<file path="config.mk">
export PLATFORM = sky130hd
export DESIGN_NAME = calc_cmd_driver
export DESIGN_NICKNAME = d
export VERILOG_FILES = /design/src/rtl/calc_pkg.sv /design/src/rtl/calc_depth_tracker.sv /design/src/rtl/calc_cmd_driver.sv
export SDC_FILE = /design/constraint.sdc
export NUM_CORES = 1
export LEC_CHECK = 0
export BUFFER_PORTS_ARGS = -buffer_cell sky130_fd_sc_hd__buf_2
export CAP_MARGIN = 20
export CORE_MARGIN = 8
export CORE_UTILIZATION = 42
export DETAILED_ROUTE_END_ITERATION = 16
export PLACE_DENSITY = 0.7
export SETUP_SLACK_MARGIN = 0.3
export SYNTH_ARGS = -nofsm -noshare
export SYNTH_HDL_FRONTEND = slang
export SYNTH_SLANG_ARGS = --single-unit
</file>
<file path="constraint.sdc">
create_clock -name ck -period 2.5 [get_ports ck]
set_input_delay 0 -clock ck [delete_from_list [all_inputs] [get_ports ck]]
set_output_delay 0 -clock ck [all_outputs]
set_load 0.02 [all_outputs]
</file>
<file path="src/rtl/calc_pkg.sv">
// Shared definitions for the stack-calculator command driver: bus command codes,
// one-hot op codes, driver FSM states and response status bit positions.
package calc_pkg;

    localparam logic [3:0] COM_START   = 4'h1;
    localparam logic [3:0] COM_ENTER   = 4'h2;
    localparam logic [3:0] COM_ARITHOP = 4'h4;
    localparam logic [3:0] COM_DONE    = 4'h8;

    localparam logic [15:0] OP_ADD  = 16'h0001;
    localparam logic [15:0] OP_SUB  = 16'h0002;
    localparam logic [15:0] OP_AND  = 16'h0004;
    localparam logic [15:0] OP_SWAP = 16'h0008;
    localparam logic [15:0] OP_NEG  = 16'h0010;
    localparam logic [15:0] OP_POP  = 16'h0020;

    typedef enum logic [2:0] {
        ST_IDLE,
        ST_STREAM,
        ST_DONE,
        ST_WAIT_FIN,
        ST_RESP
    } drv_state_e;

    localparam int STAT_SOVF    = 0;
    localparam int STAT_UDONE   = 1;
    localparam int STAT_DOVF    = 2;
    localparam int STAT_PERR    = 3;
    localparam int STAT_CORRECT = 4;
    localparam int STAT_PRED    = 5;
    localparam int STAT_TMO     = 6;

    typedef struct packed {
        logic [3:0]  cmd;
        logic [15:0] payload;
    } calc_word_t;

endpackage

</file>
<file path="src/rtl/calc_depth_tracker.sv">
// Predicts the calculator stack depth from the accepted token stream and raises a
// sticky pred_err when a token would underflow, overflow or is not a known op.
module calc_depth_tracker
    import calc_pkg::*;
#(
    parameter int MAX_DEPTH = 8
) (
    input  logic        ck_i,
    input  logic        rst_i,
    input  logic        clr_i,
    input  logic        accept_i,
    input  logic        first_i,
    input  logic        is_op_i,
    input  logic [15:0] payload_i,
    output logic        pred_err_o
);

    localparam int DW = $clog2(MAX_DEPTH + 1);
    localparam logic [DW-1:0] MAX_D = DW'(MAX_DEPTH);
    localparam logic [DW-1:0] ONE   = DW'(1);
    localparam logic [DW-1:0] TWO   = DW'(2);

    logic [DW-1:0] depth_q, depth_d;
    logic          err_q, err_d;
    logic          viol;

    always_comb begin
        depth_d = depth_q;
        err_d   = err_q;
        viol    = 1'b0;
        if (clr_i) begin
            depth_d = '0;
            err_d   = 1'b0;
        end else if (accept_i) begin
            if (!is_op_i) begin
                if (first_i) begin
                    depth_d = ONE;
                end else if (depth_q == MAX_D) begin
                    viol = 1'b1;
                end else begin
                    depth_d = depth_q + ONE;
                end
            end else if (first_i) begin
                // An op as the very first token always operates on an empty stack.
                viol = 1'b1;
            end else begin
                case (payload_i)
                    OP_ADD, OP_SUB, OP_AND: begin
                        viol    = (depth_q < TWO);
                        depth_d = (depth_q != '0) ? depth_q - ONE : '0;
                    end
                    OP_POP: begin
                        viol    = (depth_q == '0);
                        depth_d = (depth_q != '0) ? depth_q - ONE : '0;
                    end
                    OP_SWAP: viol = (depth_q < TWO);
                    OP_NEG:  viol = (depth_q == '0);
                    default: viol = 1'b1;
                endcase
            end
            if (viol) begin
                err_d = 1'b1;
            end
        end
    end

    always_ff @(posedge ck_i) begin
        if (rst_i) begin
            depth_q <= '0;
            err_q   <= 1'b0;
        end else begin
            depth_q <= depth_d;
            err_q   <= err_d;
        end
    end

    assign pred_err_o = err_q;

endmodule

</file>
<file path="src/rtl/calc_cmd_driver.sv">
// Serialises an upstream token stream onto the calculator command bus, waits for
// the calculator to finish and hands the result plus accumulated status back upstream.
module calc_cmd_driver
    import calc_pkg::*;
#(
    parameter int MAX_DEPTH   = 8,
    parameter int FIN_TIMEOUT = 16
) (
    input  logic        ck,
    input  logic        rst,
    input  logic        in_valid,
    output logic        in_ready,
    input  logic        in_is_op,
    input  logic [15:0] in_payload,
    input  logic        in_last,
    output logic [19:0] data,
    input  logic [15:0] result,
    input  logic        stackOverflow,
    input  logic        unexpectedDone,
    input  logic        dataOverflow,
    input  logic        protocolError,
    input  logic        correct,
    input  logic        finished,
    output logic        resp_valid,
    input  logic        resp_ready,
    output logic [15:0] resp_result,
    output logic [6:0]  resp_status,
    output logic        busy
);

    localparam int CW = $clog2(FIN_TIMEOUT + 1);
    localparam logic [CW-1:0] CNT_LAST = CW'(FIN_TIMEOUT - 1);
    localparam logic [CW-1:0] CNT_ONE  = CW'(1);

    drv_state_e  state_q;
    calc_word_t  data_q;
    logic        resp_valid_q;
    logic [15:0] resp_result_q;
    logic [3:0]  flags_q;
    logic        correct_q;
    logic        tmo_q;
    logic        busy_q;
    logic [CW-1:0] cnt_q;

    logic       accept;
    logic       resp_take;
    logic       pred_err;
    logic [3:0] err_flags;

    assign in_ready  = !rst && (state_q == ST_IDLE || state_q == ST_STREAM);
    assign accept    = in_valid && in_ready;
    assign resp_take = (state_q == ST_RESP) && resp_ready;
    assign err_flags = {protocolError, dataOverflow, unexpectedDone, stackOverflow};

    calc_depth_tracker #(
        .MAX_DEPTH (MAX_DEPTH)
    ) u_depth (
        .ck_i       (ck),
        .rst_i      (rst),
        .clr_i      (resp_take),
        .accept_i   (accept),
        .first_i    (state_q == ST_IDLE),
        .is_op_i    (in_is_op),
        .payload_i  (in_payload),
        .pred_err_o (pred_err)
    );

    always_ff @(posedge ck) begin
        if (rst) begin
            state_q       <= ST_IDLE;
            data_q        <= '0;
            resp_valid_q  <= 1'b0;
            resp_result_q <= '0;
            flags_q       <= '0;
            correct_q     <= 1'b0;
            tmo_q         <= 1'b0;
            busy_q        <= 1'b0;
            cnt_q         <= '0;
        end else begin
            // Each token word is on the bus for one cycle only; otherwise idle word.
            data_q <= '0;
            case (state_q)
                ST_IDLE: begin
                    if (accept) begin
                        data_q  <= in_is_op ? {COM_ARITHOP, in_payload} : {COM_START, in_payload};
                        state_q <= in_last ? ST_DONE : ST_STREAM;
                        busy_q  <= 1'b1;
                    end
                end
                ST_STREAM: begin
                    flags_q <= flags_q | err_flags;
                    if (accept) begin
                        data_q <= in_is_op ? {COM_ARITHOP, in_payload} : {COM_ENTER, in_payload};
                        if (in_last) begin
                            state_q <= ST_DONE;
                        end
                    end
                end
                ST_DONE: begin
                    flags_q <= flags_q | err_flags;
                    data_q  <= {COM_DONE, 16'h0000};
                    cnt_q   <= '0;
                    state_q <= ST_WAIT_FIN;
                end
                ST_WAIT_FIN: begin
                    flags_q <= flags_q | err_flags;
                    if (finished) begin
                        resp_result_q <= result;
                        correct_q     <= correct;
                        resp_valid_q  <= 1'b1;
                        state_q       <= ST_RESP;
                    end else if (cnt_q == CNT_LAST) begin
                        tmo_q         <= 1'b1;
                        resp_result_q <= '0;
                        resp_valid_q  <= 1'b1;
                        state_q       <= ST_RESP;
                    end else begin
                        cnt_q <= cnt_q + CNT_ONE;
                    end
                end
                ST_RESP: begin
                    if (resp_ready) begin
                        resp_valid_q <= 1'b0;
                        flags_q      <= '0;
                        correct_q    <= 1'b0;
                        tmo_q        <= 1'b0;
                        cnt_q        <= '0;
                        busy_q       <= 1'b0;
                        state_q      <= ST_IDLE;
                    end
                end
                default: state_q <= ST_IDLE;
            endcase
        end
    end

    always_comb begin
        resp_status               = '0;
        resp_status[STAT_SOVF]    = flags_q[0];
        resp_status[STAT_UDONE]   = flags_q[1];
        resp_status[STAT_DOVF]    = flags_q[2];
        resp_status[STAT_PERR]    = flags_q[3];
        resp_status[STAT_CORRECT] = correct_q;
        resp_status[STAT_PRED]    = pred_err;
        resp_status[STAT_TMO]     = tmo_q;
    end

    assign data        = data_q;
    assign resp_valid  = resp_valid_q;
    assign resp_result = resp_result_q;
    assign busy        = busy_q;

endmodule

</file>
== Word-level counts from Yosys, hierarchy flattened ==
Index checks and enable logic that the tools add are counted.

* Word-level logic and storage cells: 113
* Flip-flop bits (word level): 57

* Bitwise logic cells: 1
* Reductions and logical operators: 28
* Equal/unequal tests: 24
* Add/subtract/negate cells: 3
* Multiplexer cells: 44
* $lt $le $gt $ge: 1

{| class="wikitable"
|+ Operators by type and width
! cell !! number
|-
| 19-bit 2-to-1 mux || 4
|-
| 20-bit one-hot mux with 3 select lines || 1
|-
| 16-bit 2-to-1 mux || 2
|-
| 4-bit 2-to-1 mux || 7
|-
| 2-bit inequality test, second input constant || 10
|-
| 3-bit 2-to-1 mux || 6
|-
| 16-bit by 1-bit equality test with 1-bit output, second input constant || 1
|-
| 16-bit by 2-bit equality test with 1-bit output, second input constant || 1
|-
| 16-bit by 3-bit equality test with 1-bit output, second input constant || 1
|-
| 16-bit by 4-bit equality test with 1-bit output, second input constant || 1
|-
| 16-bit by 5-bit equality test with 1-bit output, second input constant || 1
|-
| 16-bit by 6-bit equality test with 1-bit output, second input constant || 1
|-
| 5-bit 2-to-1 mux || 3
|-
| 3-bit one-hot mux with 5 select lines || 1
|-
| 5-bit one-hot mux with 3 select lines || 1
|-
| 1-bit 2-to-1 mux || 12
|-
| 4-bit AND reduction || 3
|-
| 1-bit one-hot mux with 2 select lines || 5
|-
| 3-bit AND reduction || 3
|-
| 4-bit one-hot mux with 2 select lines || 1
|-
| 2-bit nonzero test || 4
|-
| 4-bit OR reduction || 2
|-
| 3-bit by 2-bit equality test with 1-bit output, second input constant || 2
|-
| 2-bit AND reduction || 3
|-
| other kinds (22) || 25
|}

== Depth between registers and ports, before layout ==
* Depth after elaboration: 8
* Gate-level depth with buffers: 7
* Depth with buffers taken out: 7

== Hierarchy ==
A second synthesis with hierarchy kept.

* Cells, all modules: 268
* Area, all modules: 2456.1 um^2

{| class="wikitable"
|+ Modules (own cells, without submodules)
! module !! seq. area each (um^2) !! area an instance (um^2) !! instances !! cells each
|-
| calc_cmd_driver || 1041.0 || 1879.3 || 1 || 193
|-
| calc_depth_tracker || 100.1 || 576.8 || 1 || 75
|}

== Worst setup path after synthesis ==
No wires, ideal clock.

* Path kind: flip-flop to flip-flop
* From: register cnt_q[0]
* To: register cnt_q[3]
* Required time: 2.414 ns
* Arrival time: 1.701 ns
* Cell stages (with the launch flop): 8
* Library setup time: 0.086 ns
* Period minus slack after synthesis: 1.786 ns
* Setup slack: 0.714 ns
* Cells stage by stage: dfxtp_1 > ha_1 > and3_1 > ha_1 > o21ai_2 > o21ai_2 > or3_1 > a211oi_1

* Longest elaborated chain between the ends: 4
* Elaborated cells between the ends (all ways): 7
* Those cells by class: add/sub: 1; eq/ne: 2; mux: 3; reduce/logical: 1

{| class="wikitable"
|+ RTL lines
! what !! line !! text
|-
| start: declaration || calc_cmd_driver.sv:43 || <nowiki>logic [CW-1:0] cnt_q;</nowiki>
|-
| start signal: assignment || calc_cmd_driver.sv:118 || <nowiki>cnt_q <= cnt_q + CNT_ONE;</nowiki>
|-
| 5-bit by 1-bit adder with 5-bit output || calc_cmd_driver.sv:118 ||
|-
| 5-bit 2-to-1 mux || calc_cmd_driver.sv:112 || <nowiki>end else if (cnt_q == CNT_LAST) begin</nowiki>
|-
| 5-bit 2-to-1 mux || calc_cmd_driver.sv:107 || <nowiki>if (finished) begin</nowiki>
|-
| 5-bit one-hot mux with 3 select lines || calc_cmd_driver.sv:82 || <nowiki>case (state_q)</nowiki>
|}

Several ways; a longest one is shown, not always the timed one. The select of a mux whose other input is x is not followed.
A chain may end at the register's enable or synchronous reset.

== Worst setup path after layout ==
* From: register u_depth.depth_q[0]
* To: register u_depth.depth_q[1]

* Longest elaborated chain between the ends: 5
* Elaborated cells between the ends (all ways): 12
* Those cells by class: add/sub: 2; eq/ne: 2; mux: 6; reduce/logical: 2

{| class="wikitable"
|+ RTL lines
! what !! line !! text
|-
| start: declaration || calc_depth_tracker.sv:23 || <nowiki>logic [DW-1:0] depth_q, depth_d;</nowiki>
|-
| start signal: assignment || calc_depth_tracker.sv:72 || <nowiki>depth_q <= depth_d;</nowiki>
|-
| 4-bit by 1-bit subtractor with 4-bit output or 4-bit nonzero test (tied branches) || calc_depth_tracker.sv:50, calc_depth_tracker.sv:54 ||
|-
| 4-bit 2-to-1 mux || calc_depth_tracker.sv:50, calc_depth_tracker.sv:54 ||
|-
| 4-bit 2-to-1 mux || -- ||
|-
| 4-bit 2-to-1 mux || calc_depth_tracker.sv:43 || <nowiki>end else if (first_i) begin</nowiki>
|-
| 4-bit 2-to-1 mux || calc_depth_tracker.sv:35 || <nowiki>if (!is_op_i) begin</nowiki>
|}

Several ways; a longest one is shown, not always the timed one. The select of a mux whose other input is x is not followed.

==> run metrics <==
placed cell count=406; Post-Synthesis Cells=261; Worst-Skew Late Latency=0.33 ns; register area share after synthesis=0.472; reg2reg start=u_depth.depth_q[0]$_SDFFE_PP0P_; Pleak=1.52 nW; CP arrival=2.15 ns; CP endpoint kind=flop; Max Slew Vio Count=0; Final period util=0.762; Fin Setup TNS=0 ns; Crit path required time=2.74 ns; number of DRC markers in iteration 0=241; vias per std cell=5.18; average wire per standard cell=14.7 um; largest net degree at the start of global routing=30; CTS Sinks=57; width of the die=91.9 um; Hold EP=tmo_q$_SDFFE_PP0P_; Post-synth top cells=dfxtp_1 (57), nor2_1 (29), a21oi_1 (17); CTS H-Tree Depth=3; Max Buffers Root-to-Sink=2; hold depth=4; Pwr Total=2.08 mW; vias in the first global route=2395; Synth Register Bits=57; num ports=90; DRC viols=0; post-placement cell area=2880 um^2; Synth Warn #=0; Mapped Nets=310; FMAX=525 MHz; Worst Max-Slew Pin Slew=0.680 ns; max-cap violations=0; Syn Area/Cell=9.27 um^2; detailed placement HPWL=4.50 mm; Critical Path Start Type=flop; Routed Antenna Nets=0; chip height=91.9 um; FF-to-FF setup slack=0.60 ns; post-synth top area cell=dfxtp_1; nets=433; PostCTS Resize Cnt=0; Slew headroom=0.545; layout cells sized above 1=0.306; TritonCTS buffer count=9; worst-path fanout max=8; EDFF count, synth=0; CTS tree=done; num rows=27; share of the synthesized area in the top cell type=0.472; worst slack at placement=0.629 ns; Storage cell area=1140 um^2; PwrDens=601 nW/um^2; DR vias=2389; area grow syn2layout=42.8%; Fin. Hold Viols=0; FFs w/ async S/R, synth=0; most common cell in the netlist=dfxtp_1; gr usage total=0.165; total gr overflow=0; ranking of synthesized cells by area=dfxtp_1 (47%), a22oi_1 (5.0%), nor2_1 (4.5%); Hold WC Path Type=in2reg; cells on worst reg2reg path=7; drt pass-1 iters=5; first-pass GRT wire length=11.5 mm; critical path type=reg2reg; Reg clk slew, reported paths=0.06 ns; Core ar.=5540 um^2; Initial Utilization=0.437; non-filler cells, final=461; hold wc startpoint=finished; status=finished clean; fillcell total=487; area of the multi-input gates=1150 um^2; Reg-to-Reg End=u_depth.depth_q[1]$_SDFFE_PP0P_; ant diodes=0; initial antenna violation count=0; Tmin final=1.90 ns; setup violators final=0; input/output buffers=89; WL final=6.78 mm; Final Worst Setup Slack=0.596 ns; gpl congestion=0.882; Post-synth top flop=dfxtp_1; Cell variety after synth=52; Post-Syn Area=2420 um^2; Worst Clk Skew=0.00496 ns; RSZ-0062 raised after global routing=false; Finished Cell Area=3460 um^2; Die ar.=8450 um^2; Peak VDD IR=401 uV; Root Buffer=clkbuf_8
[metrics by stage]
stage	hold WS, ns	utilization
3_5_place_dp	0.233	0.519
4_1_cts	0.00391	0.624
5_1_grt	0.0520	0.624
6_report	0.0207	0.624
3_3_place_gp	0.223	0.519
2_1_floorplan	0.122	-
[layer usage]
metal	global-route usage	wire [um]	part of all wire
met4	0.0819	130	0.019
met5	0	0	0
met2	0.254	3020	0.45
met1	0.186	2860	0.42
met3	0.0782	769	0.11
[where the power goes]
group	leakage, nW	internal, mW	switching, mW
logic	0.962	0.132	0.153
clock network	0.0974	0.485	0.344
registers	0.464	0.940	0.0230
[area by class of cell]
class,count,area share
inverter,9,0.00978
tap,72,0.0261
timing repair buffer,130,0.246
clock inverter,3,0.0116
multi-input combinational,177,0.333
clock buffer,13,0.0431
sequential,57,0.330
[cell usage in the layout, fill, tap and decap left out, drive strengths merged, types with 4 or more instances in the layout]
master / instances
buf: 91
dfxtp: 57
dlygate4sd3: 39
nor2: 29
a21oi: 18
and2: 17
a22oi: 16
clkbuf: 13
nor3: 10
o21ai: 10
inv: 8
nand3: 8
nand2: 8
a211oi: 5
ha: 5
nor4: 5
o211ai: 4
[cells by family after synthesis]
kind of cell | Yosys count | share of synthesized area
and+or+nand+nor | 101 | 0.240
AOI/OAI and AO/OA | 67 | 0.195
DFF | 57 | 0.472
buffers and inverters | 27 | 0.0527
adders and majority gates | 5 | 0.0259
xor gates and xnor gates | 4 | 0.0145
[flip-flops by register name, summed over array words and instances (netlist names)]
register / cells
u_depth.pred_err_o: 1
u_depth.depth_q: 4
resp_valid: 1
data: 20
resp_result: 16
busy: 1
correct_q: 1
cnt_q: 5
flags_q: 4
state_q: 3
tmo_q: 1
[repair_timing]
item	CTS	global route
buffers inserted	0	0
hold buffers	39	0
endpoints found under the hold margin	40	0
[how the worst max path moves through the flow]
| stage | from | end | slack [ns] | cells after the start |
|---|---|---|---|---|
| 2_1_floorplan | cnt_q[0]$_SDFFE_PP0P_ | cnt_q[3]$_SDFFE_PP0P_ | 0.71 | 7 |
| 3_3_place_gp | state_q[0]$_SDFFE_PP0P_ | u_depth.depth_q[3]$_SDFFE_PP0P_ | 0.60 | 5 |
| 3_5_place_dp | cnt_q[0]$_SDFFE_PP0P_ | cnt_q[3]$_SDFFE_PP0P_ | 0.63 | 7 |
| 4_1_cts | state_q[0]$_SDFFE_PP0P_ | u_depth.depth_q[3]$_SDFFE_PP0P_ | 0.62 | 5 |
| 5_1_grt | state_q[0]$_SDFFE_PP0P_ | u_depth.depth_q[2]$_SDFFE_PP0P_ | 0.39 | 5 |
| 6_report | u_depth.depth_q[0]$_SDFFE_PP0P_ | u_depth.depth_q[1]$_SDFFE_PP0P_ | 0.60 | 7 |
[worst max-delay path, cell delays in order, from the launching register on]
cell,delay [ns]
dfxtp_1,0.37
inv_1,0.14
ha_1,0.27
nand3b_1,0.19
nor3_1,0.41
nand4b_1,0.18
a21oi_1,0.05
a211oi_1,0.21
Note: power is estimated with default switching activity, not from simulation.
